`config.mk`:
```
export PLATFORM = sky130hd
export DESIGN_NAME = serial_addsub_ctrl_flat
export DESIGN_NICKNAME = d
export VERILOG_FILES = /design/src/rtl/serial_addsub_ctrl_if.sv /design/src/rtl/serial_addsub_ctrl.sv /design/src/flat_wrapper.sv
export SDC_FILE = /design/constraint.sdc
export NUM_CORES = 1
export LEC_CHECK = 0
export CORE_MARGIN = 10
export CORE_UTILIZATION = 37
export CTS_CLUSTER_DIAMETER = 80
export CTS_CLUSTER_SIZE = 25
export DETAILED_ROUTE_END_ITERATION = 10
export MAX_ROUTING_LAYER = met4
export SLEW_MARGIN = 0
export SYNTH_ARGS = -nofsm -noshare
export SYNTH_HDL_FRONTEND = slang
export SYNTH_SLANG_ARGS = --single-unit
```
`constraint.sdc`:
```
create_clock -name clk -period 1.4 [get_ports clk]
set_input_delay 0.35 -clock clk [delete_from_list [all_inputs] [get_ports clk]]
set_output_delay 0.35 -clock clk [all_outputs]
set_load 0.01 [all_outputs]
```
`src/rtl/serial_addsub_ctrl_if.sv`:
```
// rtl/serial_addsub_ctrl_if.sv - request/result bundle for the bit-serial add/subtract controller
interface serial_addsub_ctrl_if #(
    parameter int N = 8
);
    logic         start;
    logic         sub;
    logic [N-1:0] a;
    logic [N-1:0] b;
    logic         busy;
    logic         done;
    logic [N-1:0] sum;
    logic         cout;
    logic         overflow;

    // Requesting unit: drives the operation, observes status and result
    modport master (
        output start, sub, a, b,
        input  busy, done, sum, cout, overflow
    );

    // Controller: accepts the operation, presents status and result
    modport slave (
        input  start, sub, a, b,
        output busy, done, sum, cout, overflow
    );
endinterface

```
`src/rtl/serial_addsub_ctrl.sv`:
```
// rtl/serial_addsub_ctrl.sv - bit-serial N-bit add/subtract over one shared 1-bit full adder
module full_adder1b (
    input  logic i_a,
    input  logic i_b,
    input  logic i_cin,
    output logic o_s,
    output logic o_cout
);
    assign o_s    = i_a ^ i_b ^ i_cin;
    assign o_cout = (i_a & i_b) | (i_cin & (i_a ^ i_b));
endmodule

module serial_addsub_ctrl #(
    parameter int N = 8
) (
    input  logic                 clk,
    input  logic                 rst,
    serial_addsub_ctrl_if.slave  bus
);
    localparam int CW = (N > 2) ? $clog2(N) : 1;
    localparam logic [CW-1:0] LAST_BIT = CW'(N - 1);

    typedef enum logic [1:0] {
        S_IDLE = 2'd0,
        S_RUN  = 2'd1,
        S_DONE = 2'd2
    } state_t;

    state_t        r_state;
    state_t        w_next_state;
    logic          w_load;
    logic          w_last;

    logic [N-1:0]  r_a_sh;
    logic [N-1:0]  r_b_sh;
    logic [N-1:0]  r_sh;
    logic          r_c;
    logic [CW-1:0] r_cnt;
    logic [N-1:0]  r_sum;
    logic          r_cout;
    logic          r_ovf;

    logic          w_s;
    logic          w_fa_cout;

    // The single shared adder sees the current LSBs and the running carry
    full_adder1b u_fa (
        .i_a    (r_a_sh[0]),
        .i_b    (r_b_sh[0]),
        .i_cin  (r_c),
        .o_s    (w_s),
        .o_cout (w_fa_cout)
    );

    // State register
    always_ff @(posedge clk) begin
        if (rst) begin
            r_state <= S_IDLE;
        end else begin
            r_state <= w_next_state;
        end
    end

    // Next-state and control: start is honoured only in IDLE and DONE
    always_comb begin
        w_next_state = r_state;
        w_load       = 1'b0;
        w_last       = 1'b0;
        case (r_state)
            S_IDLE: begin
                if (bus.start) begin
                    w_load       = 1'b1;
                    w_next_state = S_RUN;
                end
            end
            S_RUN: begin
                if (r_cnt == LAST_BIT) begin
                    w_last       = 1'b1;
                    w_next_state = S_DONE;
                end
            end
            S_DONE: begin
                if (bus.start) begin
                    w_load       = 1'b1;
                    w_next_state = S_RUN;
                end else begin
                    w_next_state = S_IDLE;
                end
            end
            default: begin
                w_next_state = S_IDLE;
            end
        endcase
    end

    // Datapath: load operands (B inverted with carry-in 1 for subtract), then shift one bit per cycle
    always_ff @(posedge clk) begin
        if (rst) begin
            r_a_sh <= '0;
            r_b_sh <= '0;
            r_sh   <= '0;
            r_c    <= 1'b0;
            r_cnt  <= '0;
            r_sum  <= '0;
            r_cout <= 1'b0;
            r_ovf  <= 1'b0;
        end else if (w_load) begin
            r_a_sh <= bus.a;
            r_b_sh <= bus.sub ? ~bus.b : bus.b;
            r_c    <= bus.sub;
            r_cnt  <= '0;
            r_sh   <= '0;
        end else if (r_state == S_RUN) begin
            r_sh   <= {w_s, r_sh[N-1:1]};
            r_a_sh <= {1'b0, r_a_sh[N-1:1]};
            r_b_sh <= {1'b0, r_b_sh[N-1:1]};
            r_c    <= w_fa_cout;
            r_cnt  <= w_last ? '0 : r_cnt + CW'(1);
            if (w_last) begin
                // r_c here is the carry into the MSB
                r_sum  <= {w_s, r_sh[N-1:1]};
                r_cout <= w_fa_cout;
                r_ovf  <= r_c ^ w_fa_cout;
            end
        end
    end

    assign bus.busy     = (r_state == S_RUN);
    assign bus.done     = (r_state == S_DONE);
    assign bus.sum      = r_sum;
    assign bus.cout     = r_cout;
    assign bus.overflow = r_ovf;
endmodule

```
`src/flat_wrapper.sv`:
```
// flat-port wrapper written by rule: the top's interface ports become plain ports
module serial_addsub_ctrl_flat 
#(
    parameter int N = 8
)
  (clk, rst, bus_start, bus_sub, bus_a, bus_b, bus_busy, bus_done, bus_sum, bus_cout, bus_overflow);
  serial_addsub_ctrl_if #(.N(N)) bus_i ();
  input  logic clk;
  input  logic rst;
  input wire logic [$bits(bus_i.start)-1:0] bus_start;
  input wire logic [$bits(bus_i.sub)-1:0] bus_sub;
  input wire logic [$bits(bus_i.a)-1:0] bus_a;
  input wire logic [$bits(bus_i.b)-1:0] bus_b;
  output wire logic [$bits(bus_i.busy)-1:0] bus_busy;
  output wire logic [$bits(bus_i.done)-1:0] bus_done;
  output wire logic [$bits(bus_i.sum)-1:0] bus_sum;
  output wire logic [$bits(bus_i.cout)-1:0] bus_cout;
  output wire logic [$bits(bus_i.overflow)-1:0] bus_overflow;
  assign bus_i.start = bus_start;
  assign bus_i.sub = bus_sub;
  assign bus_i.a = bus_a;
  assign bus_i.b = bus_b;
  assign bus_busy = bus_i.busy;
  assign bus_done = bus_i.done;
  assign bus_sum = bus_i.sum;
  assign bus_cout = bus_i.cout;
  assign bus_overflow = bus_i.overflow;
  serial_addsub_ctrl #(.N(N)) u_core (.clk(clk), .rst(rst), .bus(bus_i));
endmodule
```
==> flow_summary.ini, run 1 <==
[layout]
finish.cell_count_without_fillers = 275
syn2layout_area_growth_pct = 33.0
utilization_pct = 51.9
net_count_final = 249
drive_above_1_share_pct = 13.3
num_antenna_cells = 0
num-fill-cells = 406

[global_routing]
groute.layer.met2.usage_pct = 17.8
first_global_vias = 1392
met1_usage_pct = 12.8
top_usage_layer = met2
grt_antenna_before_repair = 0
grt_max_degree = 28
use_met3_pct = 3.60
overflow = 0
global_route_wire_length_before_repair_um = 6670
grtUsageTotal_pct = 11.3

[sta]
final_worst_clock_skew_ns = 0.00229
clock_period_minus_worst_slack_ns = 1.35
layout_worst_path_cycle_share_pct = 96.6
finalMaxSlewViolations = 0
worst_slew_pin_slew_ns = 0.275
setup_violations = 0
hold_viol_final = 0
final_hold_slack_ns = 0.451
max_clock_freq_mhz = 739
max-slew-margin-rel_pct = 81.6

[clocking]
clock-root-buffer = sky130_fd_sc_hd__clkbuf_8
post_cts.repair.setup_buffers = 0
cts_inserted_buffers = 5
clockBufferDepth = 2
cts.reportedPaths.clkPinSlew_ns = 0.07
ctsHtreeMaxLevel = 2
cts_tree = yes
clkSinkCount = 39
clk_latency_ns = 0.28

[floorplan]
die_w_um = 85.6
chip_height_um = 85.6
io_pins = 32
core-area_um2 = 4090
core.rowCount = 23
floorplan.initialDensity_pct = 39.0
die-area_um2 = 7330

[worst_setup_path]
largest_fanout_on_the_critical_path = 11
timing.critical_path.max_delay_family = adder cells
sequence_of_cells_on_the_critical_path = ha_2, ha_4, and3b_1, buf_12, nor2_1, a211oi_2
cp_slowest_stage_delay_ns = 0.34
timing.setup.critical_path_class = flop to flop
critPathBufInv = 1
worst_path_max_delay_cell = sky130_fd_sc_hd__dfxtp_2
timing.critical_path.from_type = flop
crit_arrival_ns = 1.56
crit_path_end_kind = flop
critical_path_required_ns = 1.60

[yosys]
postSynthCellCount = 188
synth_cell_types = 27
synth_top_cell_area_share_pct = 49.0
yosys_warnings = 0
synth_seq_cells = 39
synth_area_leaders = sky130_fd_sc_hd__dfxtp_1 49%, sky130_fd_sc_hd__nand2_1 10%, sky130_fd_sc_hd__a21oi_1 7.2%, sky130_fd_sc_hd__nor3_1 6.0%, sky130_fd_sc_hd__xor2_1 4.4%
syn-cell-area_um2 = 1590
synthesis.nets = 211
syn_avg_cell_area_um2 = 8.48
synth.yosys.seq_area_share_pct = 49.0
yosysTopAreaCell = sky130_fd_sc_hd__dfxtp_1

[power_and_ir_drop]
total_power_mw = 2.21
pwr_density_cell_nw_per_um2 = 1040
static-leakage-power_nw = 0.806
ir_worst_vdd_v = 0.000371

[min_path]
hp-class = flop to flop

[route]
route.final.wire_length_um = 3890
first_iter_violations = 110
wl_per_cell_um = 14.2
dr_total_vias = 1399
avgViaCountPerCell = 5.09
detail_route.drc_violations = 0
drtAntennaViolNets = 0
firstDrtPassIters = 4

[run_status]
run_status = completed

[placed_design]
place_inst = 269
io_buffers = 31
place.gp.congestion = 0.761
place.detailed.hpwl_um = 2800

[job]
max_cap_violations = 0
==> worst paths after layout <==
check | cells past startpoint | endpoint | start | slack, ns
setup / recovery | 6 | u_core.bus.overflow | u_core.r_cnt[0] | 0.05
hold / removal | 2 | u_core.bus.sum[2] | u_core.bus.sum[2] | 0.45
setup reg to reg | 6 | u_core.bus.overflow | u_core.r_cnt[0] | 0.05
hold reg to reg | 2 | u_core.bus.sum[2] | u_core.bus.sum[2] | 0.45
==> final cells by class <==
class                           count  area (um2)  area share, %
Multi-Input combinational cell    134         764           36.1
Timing Repair Buffer               45         430           20.3
Tap cell                           50        62.6           2.95
Sequential cell                    39         786           37.1
Inverter                            1        3.75          0.177
Clock buffer                        6        72.6           3.42
==> Yosys cell counts, drive strengths merged <==
master and count:
a311oi 3, nor3 19, clkbuf 3, fa 1, xnor2 1, o22ai 9
nand2 43, a211oi 1, nand3 4, o21a 1, a21oi 23, or3 1
dfxtp 39, nand2b 3, mux2i 1, and3b 1, xor2 8, buf 11
nor2b 2, a22oi 3, nand3b 2, nor2 6, ha 2, clkinv 1
==> metal layers <==
metal  vias to the layer above  wire length (um)
li1                        713                 -
met1                       652              1700
met2                        28              1950
met3                         6               175
met4                         0                66
met5                         -                 0
==> stage by stage <==
step	setup slack (ns)	area, um2	TNS, ns
after global placement	-0.108	2030	-1.51
final	0.0470	2120	0
after floorplan	0.122	1590	0
after global routing	-0.00229	2120	-0.00229
after detailed placement	-0.142	2030	-2.01
after CTS	0.000971	2110	0
==> worst register-to-register path, stage by stage, from the launching register on <==
cell and delay, ns:
sky130_fd_sc_hd__dfxtp_2 0.34, sky130_fd_sc_hd__ha_2 0.20, sky130_fd_sc_hd__ha_4 0.15, sky130_fd_sc_hd__and3b_1 0.20, sky130_fd_sc_hd__buf_12 0.14, sky130_fd_sc_hd__nor2_1 0.05, sky130_fd_sc_hd__a211oi_2 0.19
==> timing repair <==
action                     CTS  global route
hold buffers                 0             0
gates resized for setup     24             5
setup endpoints to repair   13            10
==> power by group <==
part | switching, mW | internal, mW | leakage, nW
logic | 0.162 | 0.164 | 0.449
registers | 0.0368 | 1.16 | 0.320
clock network | 0.348 | 0.332 | 0.0371
==> sequential cells by signal, indices dropped and copies added (netlist names) <==
register / count
u_core.r_b_sh: 8
u_core.r_sh: 7
u_core.bus.sum: 8
u_core.r_cnt: 3
u_core.r_a_sh: 8
u_core.r_c: 1
u_core.bus.cout: 1
u_core.r_state: 2
u_core.bus.overflow: 1
==> cell usage in the layout (no fill, tap or decap), types with 3 or more instances in the layout <==
master / Yosys / final
sky130_fd_sc_hd__dfxtp_1: 39 / 35
sky130_fd_sc_hd__a21oi_1: 23 / 23
sky130_fd_sc_hd__xor2_1: 8 / 8
sky130_fd_sc_hd__a22oi_1: 3 / 3
sky130_fd_sc_hd__a311oi_1: 3 / 3
sky130_fd_sc_hd__clkdlybuf4s50_1: 0 / 19
sky130_fd_sc_hd__nand3_1: 4 / 4
sky130_fd_sc_hd__buf_4: 2 / 11
sky130_fd_sc_hd__o22ai_1: 9 / 9
sky130_fd_sc_hd__clkbuf_8: 0 / 5
sky130_fd_sc_hd__nor2_1: 6 / 6
sky130_fd_sc_hd__dfxtp_2: 0 / 4
sky130_fd_sc_hd__dlygate4sd2_1: 0 / 10
sky130_fd_sc_hd__nor3_1: 19 / 19
sky130_fd_sc_hd__nand2_1: 43 / 43
sky130_fd_sc_hd__buf_12: 0 / 3
==> kinds of logic (layout without fill, tap and decap cells) <==
logic type	count (synthesis)	count (layout)	synth area share, %
flops	39	39	49.0
buf+inv	15	52	5.10
xor+xnor	9	9	4.95
fa+ha+maj	3	3	2.83
simple gates	81	81	22.8
mux	1	1	0.628
compound gates	40	40	14.8
Note: power is estimated with default switching activity, not from simulation.
==> inputs of run 2 (changes only) <==
--- a/config.mk
+++ b/config.mk
@@ -11,7 +11,8 @@
 export CTS_CLUSTER_SIZE = 25
 export DETAILED_ROUTE_END_ITERATION = 10
 export MAX_ROUTING_LAYER = met4
-export SLEW_MARGIN = 0
+export PLACE_DENSITY = 0.61
+export REMOVE_ABC_BUFFERS = 1
 export SYNTH_ARGS = -nofsm -noshare
 export SYNTH_HDL_FRONTEND = slang
 export SYNTH_SLANG_ARGS = --single-unit
==> run 2 against run 1 <==
Net effect: worst hold slack is essentially flat; largest power group unchanged; critical path type is now flop to output pin; largest cell class unchanged; critical endpoint is now bus_busy; fmax shrank 0.39%; highest routed layer unchanged; cell area grew 1.1%; critical path depth shrank 3.
==> flow_summary.ini, run 2 (same netlist as run 1, synthesis figures left out) <==
[floorplan]
die-area_um2 = 7330
io_pins = 32
core.rowCount = 23
die_w_um = 85.6
floorplan.initialDensity_pct = 39.0
chip_height_um = 85.6
core-area_um2 = 4090

[layout]
layout_common_cells = 43 x sky130_fd_sc_hd__nand2_1, 35 x sky130_fd_sc_hd__dfxtp_1, 22 x sky130_fd_sc_hd__a21oi_1
num_antenna_cells = 0
syn2layout_area_growth_pct = 34.4
sequential_cell_area_um2 = 786
multi_input_area_um2 = 767
drive_above_1_share_pct = 15.8
num-fill-cells = 428
layout.cells.most_common = sky130_fd_sc_hd__nand2_1
net_count_final = 250

[power_and_ir_drop]
static-leakage-power_nw = 0.822
internal_power_mw = 1.68
switching_share_pct = 25.1
comb_power_share_pct = 14.4
p_sw_uw = 563
sequential_cell_fraction_of_total_power_pct = 53.3
p_clk_share_pct = 32.3
pwr_density_cell_nw_per_um2 = 1050
ir_worst_vdd_v = 0.000528

[worst_setup_path]
timing.critical_path.depth = 3
timing.setup.critical_path_class = flop to output pin
cp_slowest_stage_delay_ns = 0.33
crit_arrival_ns = 1.01
worst_path_max_delay_cell = sky130_fd_sc_hd__dfxtp_2
r2r_cells = 5
timing.critical_path.max_delay_family = flip-flops
largest_fanout_on_the_critical_path = 4
crit_path_end_kind = output pin
critPathBufInv = 2
timing.critical_path.from_type = flop
sequence_of_cells_on_the_critical_path = nand2b_2, inv_2, buf_2
critical_path_required_ns = 1.05

[sta]
final_hold_slack_ns = 0.450
setup_violations = 0
clock_period_minus_worst_slack_ns = 1.36
totalNegativeSetupSlack_ns = 0
final_worst_clock_skew_ns = 0.00576
max_clock_freq_mhz = 736
finalMaxSlewViolations = 0
layout_worst_path_cycle_share_pct = 97.0
worst_slew_pin_slew_ns = 0.282
max-slew-margin-rel_pct = 81.2
hold_viol_final = 0

[global_routing]
use_met3_pct = 3.60
overflow = 0
groute.layer.met2.usage_pct = 15.4
grtUsageTotal_pct = 9.94
first_global_vias = 1347
top_usage_layer = met2
grt_max_degree = 29
met1_usage_pct = 11.1
grt_antenna_before_repair = 0
global_route_wire_length_before_repair_um = 5910

[clocking]
ctsHtreeMaxLevel = 2
cts.reportedPaths.clkPinSlew_ns = 0.07
clk_latency_ns = 0.29
clockBufferDepth = 2
clock-root-buffer = sky130_fd_sc_hd__clkbuf_8
clkSinkCount = 39
cts_tree = yes
cts_inserted_buffers = 5

[placed_design]
place.detailed.hpwl_um = 2400
io_buffers = 31
place.gp.congestion = 0.750

[min_path]
holdPathStages = 2
hp-class = flop to flop

[route]
avgViaCountPerCell = 4.90
route.final.wire_length_um = 3440
first_iter_violations = 59
dr_total_vias = 1361
wl_per_cell_um = 12.4
detail_route.drc_violations = 0
drtAntennaViolNets = 0
firstDrtPassIters = 4

[job]
max_cap_violations = 0

[run_status]
run_status = completed
## run 2: per-layer routing
| layer | vias up | wire length [um] |
|---|---|---|
| met5 | - | 0 |
| met4 | 0 | 68 |
| met3 | 7 | 180 |
| met2 | 31 | 1510 |
| met1 | 603 | 1680 |
| li1 | 720 | - |
## run 2: cell type report
| type | count | area share, % |
|---|---|---|
| Clock inverter | 1 | 0.234 |
| Timing Repair Buffer | 46 | 20.6 |
| Clock buffer | 7 | 3.56 |
| Sequential cell | 39 | 36.7 |
| Tap cell | 50 | 2.92 |
| Multi-Input combinational cell | 134 | 35.8 |
| Inverter | 1 | 0.175 |
## run 2: final timing paths
| path | start | endpoint | slack [ns] |
|---|---|---|---|
| max | u_core.r_state[1] | bus_busy | 0.04 |
| min | u_core.bus.sum[1] | u_core.bus.sum[1] | 0.45 |
| max reg2reg | u_core.r_cnt[0] | u_core.r_cnt[0] | 0.05 |
| min reg2reg | u_core.bus.sum[1] | u_core.bus.sum[1] | 0.45 |
## run 2: per-stage QoR
stage / setup slack (ns) / instances / total power [mW] / utilization, % / instance area [um2]
floorplan: -0.334 / 174 / 1.38 / - / 1520
global placement: -0.133 / 269 / 1.54 / 49.7 / 2030
detailed placement: -0.160 / 269 / 1.54 / 49.7 / 2030
CTS: 0.00800 / 277 / 2.26 / 51.5 / 2100
global route: -0.0143 / 278 / 2.35 / 52.4 / 2140
finish: 0.0417 / 278 / 2.24 / 52.4 / 2140
## run 2: worst min-delay path, delay by kind of cell, from the launching register on
| family | cells | cell delay, ns |
|---|---|---|
| AO/OA/AOI/OAI | 1 | 0.05 |
| flip-flops | 1 | 0.31 |
| AND/OR/NAND/NOR | 1 | 0.05 |
## run 2: repair_timing
action / 4_1_cts / 5_1_grt
setup buffers: 0 / 1
cloned: 0 / 0
resized for setup: 20 / 13
hold buffers: 0 / 0
endpoints found under the setup margin: 13 / 15
pin swaps: 0 / 2
## run 2: power by group through the flow
stage	clock network, mW	logic (mW)	registers (mW)
final	0.724	0.323	1.20
after global routing	0.786	0.362	1.20
after CTS	0.748	0.318	1.19
after detailed placement	0	0.319	1.22
after global placement	0	0.318	1.22
after floorplan	0	0.165	1.21
==> inputs of run 3 (changes only) <==
==> constraint.sdc (replaced) <==
create_clock -name clk -period 1.4 [get_ports clk]
set_input_delay 0.14 -clock clk [delete_from_list [all_inputs] [get_ports clk]]
set_output_delay 0.14 -clock clk [all_outputs]
set_load 0.01 [all_outputs]
==> run 3 against run 2 <==
Net effect: fmax is 3.7% higher; clock-buffer cell count stayed put; worst setup slack better by 0.049 ns; sequential share of layout area increased by 0.11 points; non-clock buffer count decreased by 1; register-to-register slack better by 0.08 ns; combinational power about the same; routed wire length increased by 4.1%; critical path depth fell by 2; via count down 1.4%; sequential cell count is the same.
==> flow_summary.ini, run 3 (same netlist as run 1, synthesis figures left out) <==
[run_status]
run_status = completed

[route]
drtAntennaViolNets = 0
route.final.wire_length_um = 3580
avgViaCountPerCell = 4.83
first_iter_violations = 42
wl_per_cell_um = 12.9
detail_route.drc_violations = 0
firstDrtPassIters = 4
dr_total_vias = 1342

[worst_setup_path]
timing.critical_path.max_delay_family = buffers and inverters
largest_fanout_on_the_critical_path = 2
critPathBufInv = 1
cp_slowest_stage_delay_ns = 0.54
worst_path_max_delay_cell = sky130_fd_sc_hd__clkdlybuf4s50_1
crit_path_end_kind = output pin
crit_arrival_ns = 1.17
sequence_of_cells_on_the_critical_path = clkdlybuf4s50_1
critical_path_required_ns = 1.26
timing.critical_path.from_type = flop
timing.setup.critical_path_class = flop to output pin

[layout]
multi_input_area_um2 = 757
sequential_cell_area_um2 = 786
syn2layout_area_growth_pct = 34.0
final_cell_area_um2 = 2140
layout_common_cells = 43 x sky130_fd_sc_hd__nand2_1, 35 x sky130_fd_sc_hd__dfxtp_1, 29 x sky130_fd_sc_hd__clkdlybuf4s50_1
num_antenna_cells = 0
layout.cells.most_common = sky130_fd_sc_hd__nand2_1
net_count_final = 250
utilization_pct = 52.3
drive_above_1_share_pct = 12.7
num-fill-cells = 433

[global_routing]
overflow = 0
grtUsageTotal_pct = 10.3
first_global_vias = 1375
global_route_wire_length_before_repair_um = 6090
grt_max_degree = 26
grt_antenna_before_repair = 0

[placed_design]
io_buffers = 31
place.gp.congestion = 0.743
postPlaceCellArea_um2 = 2020
placement.setup.worst_slack_ns = -0.0360
place.detailed.hpwl_um = 2510

[clocking]
cts_inserted_buffers = 5
cts_hold_buffers = 0
cts_tree = yes
ctsHtreeMaxLevel = 2
clockBufferDepth = 2
post_cts.repair.setup_buffers = 0
clock-root-buffer = sky130_fd_sc_hd__clkbuf_8
clkSinkCount = 39
cts.reportedPaths.clkPinSlew_ns = 0.07
clk_latency_ns = 0.29

[floorplan]
chip_height_um = 85.6
core.rowCount = 23
floorplan.initialDensity_pct = 39.0
io_pins = 32
die_w_um = 85.6
die-area_um2 = 7330
core-area_um2 = 4090

[sta]
final_worst_clock_skew_ns = 0.00414
worst_slew_pin_slew_ns = 0.192
timing.final.ws_setup_ns = 0.0905
max_clock_freq_mhz = 764
layout_worst_path_cycle_share_pct = 93.5
hold_viol_final = 0
finalMaxSlewViolations = 0
clock_period_minus_worst_slack_ns = 1.31
max-slew-margin-rel_pct = 87.1
grt_setup_unrepaired = false
setup_violations = 0

[power_and_ir_drop]
pwr_density_cell_nw_per_um2 = 1050
ir_worst_vdd_v = 0.000507
static-leakage-power_nw = 0.766

[job]
max_cap_violations = 0

[min_path]
hp-class = input pin to flop
==> run 3: cell count changes in the layout (fill, tap and decap cells not counted), moves of 2 or more <==
cell	delta
sky130_fd_sc_hd__buf_6	+2
sky130_fd_sc_hd__buf_4	-2
sky130_fd_sc_hd__dlygate4sd2_1	-9
sky130_fd_sc_hd__clkdlybuf4s50_1	+10
sky130_fd_sc_hd__buf_2	-2
==> run 3: per-layer routing <==
layer / wire length [um] / track usage (%)
met1: 1710 / 11.1
met2: 1580 / 15.9
met4: 44 / 4.49
met3: 240 / 4.64
met5: 0 / -
==> run 3: report_power, final <==
group          leakage [nW]  switching, mW  internal, mW
sequential            0.320         0.0334          1.16
combinational         0.404          0.156         0.170
clock                0.0422          0.379         0.349
==> run 3: through the flow <==
stage,hold WS [ns],setup TNS (ns),instances,power [mW]
6_report,0.436,0,278,2.25
3_3_place_gp,0.443,0,269,1.55
3_5_place_dp,0.447,-0.0360,269,1.55
2_1_floorplan,0.209,-6.51,174,1.38
4_1_cts,0.430,0,277,2.28
5_1_grt,0.432,0,278,2.37
==> run 3: cell type report <==
class	count	share of cell area (%)
timing repair buffer	45	20.9
inverter	1	0.176
sequential	39	36.8
clock buffer	7	3.57
tap	50	2.93
multi-input combinational	135	35.4
clock inverter	1	0.234
==> run 3: worst paths after layout <==
check        cells after the start           startpoint  slack, ns                  end
min reg2reg                      2    u_core.bus.sum[1]       0.45    u_core.bus.sum[1]
min                              3             bus_a[3]       0.44     u_core.r_a_sh[3]
max                              1  u_core.bus.overflow       0.09         bus_overflow
max reg2reg                      5      u_core.r_cnt[0]       0.13  u_core.bus.overflow
==> run 3: timing repair <==
action                     4_1_cts  5_1_grt
setup endpoints to repair        3       11
cloned                           0        1
resized for setup                5       10
pin swaps                        0        2
